<file path="src/rtl/pmem_line_buffer.sv">
// pmem_line_buffer: single-entry write-back line buffer between a 16-bit CPU port and 128-bit line memory
module pmem_line_buffer #(
  parameter int ADDR_W = 16,
  parameter int LINE_W = 128
) (
  input  logic              clk,
  input  logic              reset,
  input  logic              mem_read,
  input  logic              mem_write,
  input  logic [1:0]        mem_wmask,
  input  logic [ADDR_W-1:0] mem_address,
  input  logic [15:0]       mem_wdata,
  output logic              mem_resp,
  output logic [15:0]       mem_rdata,
  output logic              pmem_read,
  output logic              pmem_write,
  output logic [ADDR_W-1:0] pmem_address,
  output logic [LINE_W-1:0] pmem_wdata,
  input  logic              pmem_resp,
  input  logic [LINE_W-1:0] pmem_rdata
);
  typedef enum logic [1:0] {IDLE, WRITEBACK, FETCH, RESPOND} state_t;
  state_t              state_q, state_d;
  logic                valid_q, valid_d;
  logic                dirty_q, dirty_d;
  logic [ADDR_W-5:0]   tag_q, tag_d;
  logic [LINE_W-1:0]   line_q, line_d;
  logic [6:0]          off;
  logic [15:0]         word, merged;
  logic                hit;
  logic                unused_addr0;
  assign unused_addr0 = mem_address[0];
  assign off    = {mem_address[3:1], 4'b0};
  assign word   = line_q[off +: 16];
  assign merged = {mem_wmask[1] ? mem_wdata[15:8] : word[15:8], mem_wmask[0] ? mem_wdata[7:0] : word[7:0]};
  assign hit    = valid_q & (tag_q == mem_address[ADDR_W-1:4]);
  // next-state, buffer updates and memory-side strobes
  always_comb begin
    state_d      = state_q;
    valid_d      = valid_q;
    dirty_d      = dirty_q;
    tag_d        = tag_q;
    line_d       = line_q;
    mem_resp     = 1'b0;
    mem_rdata    = '0;
    pmem_read    = 1'b0;
    pmem_write   = 1'b0;
    pmem_address = '0;
    pmem_wdata   = '0;
    case (state_q)
      IDLE: if (mem_read | mem_write) state_d = hit ? RESPOND : (valid_q & dirty_q) ? WRITEBACK : FETCH;
      WRITEBACK: begin
        pmem_write   = 1'b1;
        pmem_address = {tag_q, 4'b0};
        pmem_wdata   = line_q;
        if (pmem_resp) begin
          dirty_d = 1'b0;
          state_d = FETCH;
        end
      end
      FETCH: begin
        pmem_read    = 1'b1;
        pmem_address = {mem_address[ADDR_W-1:4], 4'b0};
        if (pmem_resp) begin
          line_d  = pmem_rdata;
          tag_d   = mem_address[ADDR_W-1:4];
          valid_d = 1'b1;
          dirty_d = 1'b0;
          state_d = RESPOND;
        end
      end
      RESPOND: begin
        mem_resp  = 1'b1;
        mem_rdata = word;
        if (mem_write) begin
          line_d[off +: 16] = merged;
          dirty_d = dirty_q | (mem_wmask != 2'b00);
        end
        state_d = IDLE;
      end
      default: state_d = IDLE;
    endcase
  end
  // state and buffer registers; reset abandons any transfer in flight
  always_ff @(posedge clk) begin
    if (reset) begin
      state_q <= IDLE;
      valid_q <= 1'b0;
      dirty_q <= 1'b0;
      tag_q   <= '0;
      line_q  <= '0;
    end else begin
      state_q <= state_d;
      valid_q <= valid_d;
      dirty_q <= dirty_d;
      tag_q   <= tag_d;
      line_q  <= line_d;
    end
  end
endmodule

</file>
<file path="config.mk">
export PLATFORM = sky130hd
export DESIGN_NAME = pmem_line_buffer
export DESIGN_NICKNAME = d
export VERILOG_FILES = /design/src/rtl/pmem_line_buffer.sv
export SDC_FILE = /design/constraint.sdc
export NUM_CORES = 1
export LEC_CHECK = 0
export ABC_AREA = 1
export CAP_MARGIN = 0
export CORE_ASPECT_RATIO = 1.75
export CORE_UTILIZATION = 51
export DETAILED_ROUTE_END_ITERATION = 8
export PLACE_DENSITY = 0.92
export SLEW_MARGIN = 30
export SYNTH_ARGS = -nofsm -noshare
export SYNTH_HDL_FRONTEND = slang
export SYNTH_SLANG_ARGS = --single-unit
</file>
<file path="constraint.sdc">
create_clock -name clk -period 6.8 [get_ports clk]
set_input_delay 1.02 -clock clk [delete_from_list [all_inputs] [get_ports clk]]
set_output_delay 1.02 -clock clk [all_outputs]
set_load 0.03 [all_outputs]
</file>
==> results.md <==
- Routed length per instance: 20.8 um
- Cell leakage power: 6.27 nW
- Crit Reg-Reg Endpoint: line_q[66]$_SDFFE_PP0P_
- Clk root buf: clkbuf_16
- Sequential cell area: 0.00288 sq mm
- Routed Antenna Nets: 0
- Levels on crit path: 10
- Post-layout util: 0.704
- PortBufs: 324
- EDFF count, synth: 0
- Max clock buf depth: 2
- Setup violators final: 0
- Worst path max stage delay: 0.74 ns
- WL final: 45300 um
- Die width: 109 um
- CP Class: primary input to output pin
- Reg2Reg Depth: 8
- Worst slew margin: 0.335
- Die Ht: 189 um
- Clock-pin slew on the worst setup and hold paths: 0.06 ns
- Main flop type after synthesis: dfxtp_1
- HP Class: register to register
- CP bufs+invs: 4
- Final Power: 0.00459 W
- Vias: 13100
- Detailed Place HPWL: 31200 um
- Startpoint types: primary input
- CTS tree: done
- First-pass GRT wire length: 66800 um
- DR pass1 iterations: 9
- Final Hold Vio Count: 0
- Fin nets: 2093
- Hold_buf cts: 0
- Period utilisation layout: 0.708
- Layout area overhead: 35.4%
- Setup Fix Bufs, Post-CTS: 0
- I/O pin total: 330
- Slowest-stage cell, CP: clkdlybuf4s50_1
- Via density: 6.04
- Worst Setup EP: mem_rdata[7]
- Commonest non-fill, non-tap cell in the layout: nand2_1
- Pwr Density: 331 mW/mm^2
- Synth unique cells: 39
- Gr ovfl total: 0
- Syn Area/Cell: 6.06 sq um
- CP endpoint kind: output pin
- DR DRC count: 0
- Critical Path RT: 5.78 ns
- Antenna violations before repair: 0
- CP Data Arrival Time: 3.79 ns
- Synthesized flop and latch total: 144
- Skew final: 0.0118 ns
- Largest net degree at the start of global routing: 83
- Vias in the first global route: 12200
- Gr usage total: 0.433
- Status: complete, no violations
- Critical-path cell list: buf_2 -> inv_2 -> buf_4 -> nand2_1 -> nand2_1 -> nand2_1 -> nand3_1 -> nand2_1 -> nor2_1 -> clkdlybuf4s50_1
- H-tree Lvls: 4
- Syn Std Cell Area: 0.0102 sq mm
- Post-Syn Instances: 1687
- Die area: 0.0206 sq mm
- Layout cell share with drive strength beyond 1: 0.0560
- Yosys warning count: 0
- RSZ-0062 raised after global routing: no
- Max Cap Violations: 0
- Setup crit start: mem_address[1]
- Largest delay contributor family on the critical path: buffers and inverters
- Shortest clock period the worst path allows after layout: 4.81 ns
- Fillers: 1667
- Reg-to-Reg Start: state_q[0]$_SDFFE_PP0P_
- Commonest non-fill, non-tap cells in the layout: nand2_1, clkdlybuf4s50_1, a21oi_1, inv_1, dfxtp_1
- Row count: 68
- Cts bufs inserted: 17
- Largest fanout on the critical path: 49
- Area of the multi-input gates: 0.00570 sq mm
- Final Max Slew Viols: 0
- Placer Congestion: 0.990
- CTS sink count: 144
- Post-synthesis sequential area ratio: 0.282
- Core area: 0.0197 sq mm
- Fmax: 0.208 GHz
- R2R setup slack: 3.63 ns
- Clk_lat worst skew: 0.43 ns
- Effective utilization at floorplan: 0.520
- Setup_tns: 0 ns
- DR iter-0 viols: 1783
- Fraction of registers with async set/reset: 0
- Slew at the pin closest to its max-slew limit: 0.996 ns
- Crit path top cell by count: nand2_1
- # diodes: 0
- Peak VDD IR: 0.324 mV
- Post-CTS sizing: 0
## power by group
part           total [W]  internal, W  switching [W]
Sequential       0.00142      0.00114       0.000279
Clock            0.00102     0.000614       0.000405
Combinational    0.00215     0.000686        0.00146
## cells in the mapped netlist, types with 7 or more instances
cell type / n / share of area
nand2_1: 413 / 0.15
a21oi_1: 277 / 0.14
inv_1: 241 / 0.088
dfxtp_1: 144 / 0.28
nand3_1: 119 / 0.058
nand4_1: 99 / 0.061
o21ai_0: 90 / 0.044
clkbuf_1: 58 / 0.021
buf_2: 44 / 0.022
nor2_1: 44 / 0.016
o21ai_1: 40 / 0.020
nand2_4: 17 / 0.019
buf_4: 15 / 0.011
nand2_2: 14 / 0.0086
ha_1: 10 / 0.012
buf_6: 9 / 0.0099
inv_2: 7 / 0.0026
## cell families after synthesis
kind of cell | count (synthesis) | share of synthesized area
other cells | 1 | 0.000367
buf+inv | 387 | 0.163
flops | 144 | 0.282
compound gates | 412 | 0.204
simple gates | 727 | 0.334
fa+ha+maj | 10 | 0.0122
xor+xnor | 6 | 0.00514
## worst reg2reg max path, cell delays in order, from the launching register on
cell      delay [ns]
dfxtp_1         0.42
ha_1            0.64
inv_4           0.54
o22ai_2         0.45
inv_6           0.14
nand2_4         0.22
clkinv_2        0.27
o21ai_0         0.29
a21oi_1         0.08
## final cells by class
class | count | share of cell area
clock buffer | 18 | 0.0310
clock inverter | 12 | 0.0134
inverter | 258 | 0.0715
multi-input combinational | 1159 | 0.412
sequential | 144 | 0.208
tap | 245 | 0.0221
timing repair buffer | 336 | 0.242
## through the flow
| stage | worst slack [ns] | hold WS, ns | cells | cell area (sq um) |
|---|---|---|---|---|
| finish | 1.99 | 0.486 | 2172 | 13800 |
| global route | 1.98 | 0.512 | 2172 | 13800 |
| CTS | 2.14 | 0.485 | 2172 | 13800 |
| detailed placement | 2.15 | 0.471 | 2142 | 13200 |
| global placement | 2.17 | 0.462 | 2141 | 13200 |
| floorplan | 3.71 | 0.437 | 1690 | 10200 |
## layer usage
metal  track usage  part of all wire
met1         0.468              0.32
met2         0.685              0.46
met3         0.113              0.12
met4         0.381             0.099
met5             0                 0
## how the worst min path moves through the flow
stage | from | to | slack (ns) | depth (start not counted)
after global placement | dirty_q$_SDFFE_PP0P_ | dirty_q$_SDFFE_PP0P_ | 0.46 | 2
after detailed placement | dirty_q$_SDFFE_PP0P_ | dirty_q$_SDFFE_PP0P_ | 0.47 | 2
after CTS | dirty_q$_SDFFE_PP0P_ | dirty_q$_SDFFE_PP0P_ | 0.49 | 2
after global routing | dirty_q$_SDFFE_PP0P_ | dirty_q$_SDFFE_PP0P_ | 0.51 | 2
final | dirty_q$_SDFFE_PP0P_ | dirty_q$_SDFFE_PP0P_ | 0.49 | 2
after floorplan | dirty_q$_SDFFE_PP0P_ | dirty_q$_SDFFE_PP0P_ | 0.44 | 2
## registers in the layout, indices dropped and copies added (netlist names)
| name | cells |
|---|---|
| dirty_q | 1 |
| line_q | 128 |
| state_q | 2 |
| tag_q | 12 |
| valid_q | 1 |
Note: power is estimated with default switching activity, not from simulation.
